**config.mk**
```make
export PLATFORM = sky130hd
export DESIGN_NAME = eth_rx_frame_classifier
export DESIGN_NICKNAME = d
export VERILOG_FILES = /design/src/rtl/eth_rx_frame_classifier.sv
export SDC_FILE = /design/constraint.sdc
export NUM_CORES = 1
export LEC_CHECK = 0
export BUFFER_PORTS_ARGS = -buffer_cell sky130_fd_sc_hd__buf_2
export CORE_ASPECT_RATIO = 0.9
export CORE_UTILIZATION = 60
export CTS_CLUSTER_DIAMETER = 50
export DETAILED_ROUTE_END_ITERATION = 10
export PLACE_DENSITY = 0.83
export SYNTH_ARGS = -nofsm -noshare
export SYNTH_HDL_FRONTEND = slang
export SYNTH_SLANG_ARGS = --single-unit
```
**constraint.sdc**
```tcl
create_clock -name clk -period 4.9 [get_ports clk]
set_input_delay 0.735 -clock clk [delete_from_list [all_inputs] [get_ports clk]]
set_output_delay 0.735 -clock clk [all_outputs]
set_load 0.05 [all_outputs]
```
**src/rtl/eth_rx_frame_classifier.sv**
```systemverilog
// Registered Ethernet RX frame classifier: header parse, peer SA / length / opcode classes, payload forwarding.
// Define ETH_RX_STATS_EN to add saturating stat_good / stat_bad frame counters.
module eth_rx_frame_classifier #(
  parameter logic [47:0] PEER_MAC  = 48'h0019E075BFFD,
  parameter logic [11:0] IMG_WIDTH = 12'd1024,
  parameter logic [11:0] LEN_CMD   = 12'h034,
  parameter logic [11:0] LEN_ACK   = 12'h018,
  parameter logic [11:0] HDR_ADJ   = 12'd14,
  parameter logic [15:0] OP_A      = 16'h0100,
  parameter logic [15:0] OP_B      = 16'h0300,
  parameter logic [15:0] OP_C      = 16'h0200,
  parameter int unsigned PCNT_W    = 10
) (
  input  logic        clk,
  input  logic        rst_n,
  input  logic        rx_valid,
  input  logic        rx_sof,
  input  logic        rx_eof,
  input  logic [31:0] rx_data,
  output logic        hdr_valid,
  output logic        sa_match,
  output logic [1:0]  len_class,
  output logic [1:0]  op_class,
  output logic        pay_valid,
  output logic [31:0] pay_data,
  output logic        pay_last,
  output logic        frame_done,
  output logic        frame_err,
`ifdef ETH_RX_STATS_EN
  output logic        busy,
  output logic [15:0] stat_good,
  output logic [15:0] stat_bad
`else
  output logic        busy
`endif
);

  localparam logic [11:0] LEN_DATA = IMG_WIDTH + 12'd16;
  localparam logic [11:0] EXP_MASK = 12'((1 << PCNT_W) - 1);

  typedef enum logic [1:0] {
    S_IDLE = 2'd0,
    S_HDR  = 2'd1,
    S_PAY  = 2'd2,
    S_DROP = 2'd3
  } state_e;

  state_e              state_q, state_d;
  logic [1:0]          hcnt_q, hcnt_d;
  logic [15:0]         sa_hi_q, sa_hi_d;
  logic [31:0]         sa_lo_q, sa_lo_d;
  logic [PCNT_W-1:0]   pcnt_q, pcnt_d;
  logic [11:0]         exp_q, exp_d;

  logic                hdr_valid_q, hdr_valid_d;
  logic                sa_match_q, sa_match_d;
  logic [1:0]          len_class_q, len_class_d;
  logic [1:0]          op_class_q, op_class_d;
  logic                pay_valid_q, pay_valid_d;
  logic [31:0]         pay_data_q, pay_data_d;
  logic                pay_last_q, pay_last_d;
  logic                frame_done_q, frame_done_d;
  logic                frame_err_q, frame_err_d;

  logic [11:0]         len_w;
  logic [15:0]         op_w;
  logic [1:0]          len_cls_w;
  logic [1:0]          op_cls_w;
  logic [11:0]         exp_w;
  logic                sa_ok;
  logic [PCNT_W-1:0]   pcnt_nxt;
  logic                pay_hit;

  // Header word 3 decode and payload position, evaluated on the incoming word.
  always_comb begin
    len_w = rx_data[27:16];
    op_w  = rx_data[15:0];

    len_cls_w = 2'd0;
    if (len_w == LEN_CMD)       len_cls_w = 2'd1;
    else if (len_w == LEN_DATA) len_cls_w = 2'd2;
    else if (len_w == LEN_ACK)  len_cls_w = 2'd3;

    op_cls_w = 2'd0;
    if (op_w == OP_A)      op_cls_w = 2'd1;
    else if (op_w == OP_B) op_cls_w = 2'd2;
    else if (op_w == OP_C) op_cls_w = 2'd3;

    exp_w    = ((len_w - HDR_ADJ) >> 2) & EXP_MASK;
    sa_ok    = ({sa_hi_q, sa_lo_q} == PEER_MAC);
    pcnt_nxt = (pcnt_q == '1) ? pcnt_q : pcnt_q + PCNT_W'(1);
    pay_hit  = (12'(pcnt_nxt) == exp_q);
  end

  always_comb begin
    state_d      = state_q;
    hcnt_d       = hcnt_q;
    sa_hi_d      = sa_hi_q;
    sa_lo_d      = sa_lo_q;
    pcnt_d       = pcnt_q;
    exp_d        = exp_q;
    sa_match_d   = sa_match_q;
    len_class_d  = len_class_q;
    op_class_d   = op_class_q;
    pay_data_d   = pay_data_q;
    hdr_valid_d  = 1'b0;
    pay_valid_d  = 1'b0;
    pay_last_d   = 1'b0;
    frame_done_d = 1'b0;
    frame_err_d  = 1'b0;

    if (rx_valid) begin
      if (rx_sof) begin
        // A sof always restarts parsing; only an accepted frame reports the abort.
        if (state_q == S_PAY) frame_err_d = 1'b1;
        if (rx_eof) begin
          state_d = S_IDLE;
        end else begin
          state_d = S_HDR;
          hcnt_d  = 2'd1;
        end
      end else begin
        case (state_q)
          S_IDLE: ;
          S_HDR: begin
            if (hcnt_q == 2'd1) sa_hi_d = rx_data[15:0];
            if (hcnt_q == 2'd2) sa_lo_d = rx_data;
            if (hcnt_q != 2'd3) begin
              hcnt_d = hcnt_q + 2'd1;
              if (rx_eof) begin
                frame_err_d = 1'b1;
                state_d     = S_IDLE;
              end
            end else begin
              hdr_valid_d = 1'b1;
              sa_match_d  = sa_ok;
              len_class_d = len_cls_w;
              op_class_d  = op_cls_w;
              if (!sa_ok) begin
                state_d = rx_eof ? S_IDLE : S_DROP;
              end else if (len_cls_w == 2'd0 || exp_w == 12'd0) begin
                frame_err_d = 1'b1;
                state_d     = rx_eof ? S_IDLE : S_DROP;
              end else if (rx_eof) begin
                frame_err_d = 1'b1;
                state_d     = S_IDLE;
              end else begin
                state_d = S_PAY;
                pcnt_d  = '0;
                exp_d   = exp_w;
              end
            end
          end
          S_PAY: begin
            pay_valid_d = 1'b1;
            pay_data_d  = rx_data;
            pcnt_d      = pcnt_nxt;
            if (pay_hit) begin
              pay_last_d   = 1'b1;
              frame_done_d = 1'b1;
              state_d      = rx_eof ? S_IDLE : S_DROP;
            end else if (rx_eof) begin
              frame_err_d = 1'b1;
              state_d     = S_IDLE;
            end
          end
          S_DROP: begin
            if (rx_eof) state_d = S_IDLE;
          end
          default: state_d = S_IDLE;
        endcase
      end
    end
  end

  always_ff @(posedge clk or negedge rst_n) begin
    if (!rst_n) begin
      state_q      <= S_IDLE;
      hcnt_q       <= '0;
      sa_hi_q      <= '0;
      sa_lo_q      <= '0;
      pcnt_q       <= '0;
      exp_q        <= '0;
      hdr_valid_q  <= 1'b0;
      sa_match_q   <= 1'b0;
      len_class_q  <= '0;
      op_class_q   <= '0;
      pay_valid_q  <= 1'b0;
      pay_data_q   <= '0;
      pay_last_q   <= 1'b0;
      frame_done_q <= 1'b0;
      frame_err_q  <= 1'b0;
    end else begin
      state_q      <= state_d;
      hcnt_q       <= hcnt_d;
      sa_hi_q      <= sa_hi_d;
      sa_lo_q      <= sa_lo_d;
      pcnt_q       <= pcnt_d;
      exp_q        <= exp_d;
      hdr_valid_q  <= hdr_valid_d;
      sa_match_q   <= sa_match_d;
      len_class_q  <= len_class_d;
      op_class_q   <= op_class_d;
      pay_valid_q  <= pay_valid_d;
      pay_data_q   <= pay_data_d;
      pay_last_q   <= pay_last_d;
      frame_done_q <= frame_done_d;
      frame_err_q  <= frame_err_d;
    end
  end

  assign hdr_valid  = hdr_valid_q;
  assign sa_match   = sa_match_q;
  assign len_class  = len_class_q;
  assign op_class   = op_class_q;
  assign pay_valid  = pay_valid_q;
  assign pay_data   = pay_data_q;
  assign pay_last   = pay_last_q;
  assign frame_done = frame_done_q;
  assign frame_err  = frame_err_q;
  assign busy       = (state_q != S_IDLE);

`ifdef ETH_RX_STATS_EN
  logic [15:0] stat_good_q;
  logic [15:0] stat_bad_q;

  // Counters follow the registered pulses; an SA drop is a hdr_valid with sa_match low.
  always_ff @(posedge clk or negedge rst_n) begin
    if (!rst_n) begin
      stat_good_q <= '0;
      stat_bad_q  <= '0;
    end else begin
      if (frame_done_q && stat_good_q != '1)
        stat_good_q <= stat_good_q + 16'd1;
      if ((frame_err_q || (hdr_valid_q && !sa_match_q)) && stat_bad_q != '1)
        stat_bad_q <= stat_bad_q + 16'd1;
    end
  end

  assign stat_good = stat_good_q;
  assign stat_bad  = stat_bad_q;
`endif

endmodule

```
==> flow_results.org <==
** Run status
- Run status :: completed

** Hold path
- The path class of the tightest hold or removal check is in2async.

** Layout
- The number of antenna diodes in the final layout is 0.
- Nets@finish :: roughly 680
- Post-layout util :: 75.1%
- Leading cell types in the layout, fill and taps excluded :: sky130_fd_sc_hd__nand2_1, sky130_fd_sc_hd__dfrtp_1, sky130_fd_sc_hd__buf_2
- Once layout is complete, the cells apart from fillers number ~760.
- The post-route netlist has 26.5% of its cells at a drive strength greater than 1.
- Most common cell after layout, fill and taps aside :: sky130_fd_sc_hd__nand2_1
- Area grow syn2layout :: 18.7%

** Synthesis
- The synthesized design contains 0 enable-type register cells.
- Share of synthesized area occupied by flip-flops and latches :: roughly half
- The number of nets in the synthesized netlist is 602.
- Biggest area consumer among synthesized cells :: sky130_fd_sc_hd__dfrtp_1
- Of all flip-flops after synthesis, the portion carrying an async set or reset was between 90% and 100%.
- In this run, synthesis produced a sequential element count of 113.
- In this run the cell area of the synthesized design comes to 5550 um2.
- After synthesis, the netlist uses 60 different library cells.
- Primary FF master, synth :: sky130_fd_sc_hd__dfrtp_1
- In the post-synthesis netlist, the biggest area contributors are sky130_fd_sc_hd__dfrtp_1, sky130_fd_sc_hd__mux2_2, sky130_fd_sc_hd__nand2_1, sky130_fd_sc_hd__a21oi_1, sky130_fd_sc_hd__ha_1.
- The Yosys step of the flow raised 0 warnings.
- Fraction of synthesized cell area taken by the top area cell type :: 51.0%
- Syn Inst Count :: 556
- Post-synthesis area per instance :: 9.98 um2

** Place
- Including well taps, the total number of placed cells is 730.
- Input and output buffers added on the ports amount to ~80.
- The congestion estimate from routability-driven global placement came to 0.907.
- The HPWL after detailed placement is 9.03 mm.

** CTS
- The tree is rooted in a sky130_fd_sc_hd__clkbuf_8.
- Clock-pin slew was measured on the worst setup and hold paths at 0.06 ns.
- The clock drives 113 sinks.
- TritonCTS built the clock tree.
- Total CTS buffers :: 17
- Post-CTS repair changed the size of 0 cells.
- The clock passes through at most 2 buffers.
- Count of hold-fix buffers inserted at cts :: 0
- H-tree depth :: 4
- Worst-skew pair later-pin latency :: roughly 0.53 ns
- Post-CTS setup buffer count :: 0

** Floorplanning
- Pin placement for this block handled 80 I/O pins.
- DIE AREA :: 9640 um2
- Area of the core region :: 8770 um2
- For this configuration, the core starts out at a cell density of between 60% and 70%.
- Die Y-Extent :: 93.2 um
- Num rows :: 32
- From left edge to right edge, the die measures 103 um.

** STA
- Tcrit/Tclk final :: between 60% and 70%
- Final hold violation count :: 0
- Summed over all failing endpoints, the final setup total negative slack is 0 ns.
- Max-slew violations :: 0
- Unrepaired setup endpoints after global routing :: false
- Across the routed clock network, the largest skew measured is 0.0102 ns.
- Final min period :: 3.08 ns
- In this run the tightest slew margin relative to its limit is 31.8%.
- Transition time at the pin with the least slew margin :: 1.02 ns
- Highest clock frequency the design can meet :: 0.325 GHz
- Setup violations remaining at the end of the flow were counted as 0.

** Run
- Count of max-cap constraint violations :: 0

** Critical path
- Cell with the biggest individual delay on the critical path :: sky130_fd_sc_hd__nor2_1
- Worst path bufs/invs :: 0
- Startpoint type of the worst setup path :: flop
- Kind of cell adding the most delay to the critical path :: simple AND/OR/NAND/NOR gates
- Crit-path max cell delay :: 0.64 ns
- Critical path arrival :: 3.49 ns
- The worst setup path is captured at a flop.
- Critical path fanouts, max :: 13
- The signal on the critical path passes through nand4bb_1, or4_1, nor4_2, nand2_1, nor2_1, mux2_2.
- The setup path with the least slack is of type reg2reg.
- At the worst endpoint, the required time is 5.32 ns.

** Power
- Worst voltage drop across the vdd grid :: 552 uV
- LEAKAGE :: 3.24 nW
- In this run the power density over the cells is 599 nW/um2.
- Total power :: 0.00395 W

** Drt
- Routed wire length per instance :: between 15 and 20 um
- Using the TritonRoute via totals, the vias-per-cell ratio works out to 5.92.
- Number of remaining DRC errors :: 0
- The routed design has 13.0 mm of wire.
- Routed vias :: 4502
- The detail route stage leaves a number of antenna-violating nets equal to 0.
- The first detailed-routing pass took 5 iterations.
- Number of DRC markers in iteration 0 :: 208

** Global routing
- The number of antenna violations at the first check in global routing came to 0.
- Global routing used just over 30% of the available tracks.
- Global-route congestion overflow total :: 0
- Entering global routing, the biggest net connects 76 pins.
- The number of global-route vias before repair was 4481.
- Global-route wire length before repair :: 21.7 mm
## state kept, by name (all words and copies together) (netlist names), 2 cells and up
| name | flops |
|---|---|
| exp_q | 10 |
| hcnt_q | 2 |
| len_class | 2 |
| op_class | 2 |
| pay_data | 32 |
| pcnt_q | 10 |
| sa_hi_q | 16 |
| sa_lo_q | 32 |
| state_q | 2 |
## Yosys cell counts, types with 4 or more instances
cell type and number:
sky130_fd_sc_hd__a21oi_1 33, sky130_fd_sc_hd__and4_1 5, sky130_fd_sc_hd__buf_1 5, sky130_fd_sc_hd__clkbuf_1 18, sky130_fd_sc_hd__dfrtp_1 113, sky130_fd_sc_hd__ha_1 9
sky130_fd_sc_hd__inv_1 13, sky130_fd_sc_hd__mux2_2 49, sky130_fd_sc_hd__nand2_1 133, sky130_fd_sc_hd__nand2b_1 6, sky130_fd_sc_hd__nand3_1 15, sky130_fd_sc_hd__nand4_1 5
sky130_fd_sc_hd__nand4b_1 4, sky130_fd_sc_hd__nor2_1 27, sky130_fd_sc_hd__nor2b_1 8, sky130_fd_sc_hd__nor3_1 10, sky130_fd_sc_hd__nor4_1 10, sky130_fd_sc_hd__nor4b_1 4
sky130_fd_sc_hd__nor4bb_1 4, sky130_fd_sc_hd__o21ai_0 11, sky130_fd_sc_hd__xnor2_1 8, sky130_fd_sc_hd__xor2_1 5
## logic make-up (layout without fill, tap and decap cells)
kind of cell               after synthesis  in the layout  synth area share [%]
DFF                                    113            113                  51.0
AOI/OAI and AO/OA                       77             77                  9.27
adders and majority gates                9              9                  2.03
muxes                                   52             52                  10.5
buffers and inverters                   40            126                  3.00
xor gates and xnor gates                13             13                  2.05
and+or+nand+nor                        252            252                  22.2
## metal layers
metal / vias up / part of all wire, % / track usage [%]
met5: - / 0 / 0
met4: 0 / 1.8 / 11.6
met3: 25 / 5.8 / 8.59
met2: 166 / 49 / 48.3
met1: 2205 / 43 / 39.2
li1: 2106 / - / -
## worst paths after layout
path                               from           end  slack [ns]  cells after the start
max                         sa_lo_q[17]      exp_q[0]        1.82                      6
min                               rst_n  pay_data[28]        0.36                      1
max reg2reg                 sa_lo_q[17]      exp_q[0]        1.82                      6
min reg2reg                pay_data[20]  pay_data[20]        0.47                      2
max in group asynchronous         rst_n    sa_lo_q[1]        3.50                      2
min in group clk            rx_data[31]  pay_data[31]        0.42                      3
## through the flow
stage	cell area [um2]	hold WS [ns]	worst slack, ns
floorplan	5550	0.439	2.10
global placement	6000	0.452	1.65
detailed placement	6000	0.457	1.57
CTS	6590	0.380	1.82
global route	6590	0.416	1.66
finish	6590	0.355	1.82
## layout make-up
class / instances / area, um2
fill: 603 / 2180
clock inverter: 10 / 135
multi-input combinational: 403 / 2550
tap: 119 / 149
sequential: 113 / 2830
timing repair buffer: 82 / 420
inverter: 13 / 48.8
clock buffer: 21 / 449
## worst register-to-register path, cell delays in order (launching register included)
cell and delay [ns]:
sky130_fd_sc_hd__dfrtp_1 0.38, sky130_fd_sc_hd__nand4bb_1 0.17, sky130_fd_sc_hd__or4_1 0.55, sky130_fd_sc_hd__nor4_2 0.56, sky130_fd_sc_hd__nand2_1 0.26, sky130_fd_sc_hd__nor2_1 0.64
sky130_fd_sc_hd__mux2_2 0.41
## power breakdown
part	switching (W)	internal, W
clock network	0.000422	0.000795
logic	0.000842	0.000412
registers	0.000206	0.00127
Power figures use the tool's default switching activity.
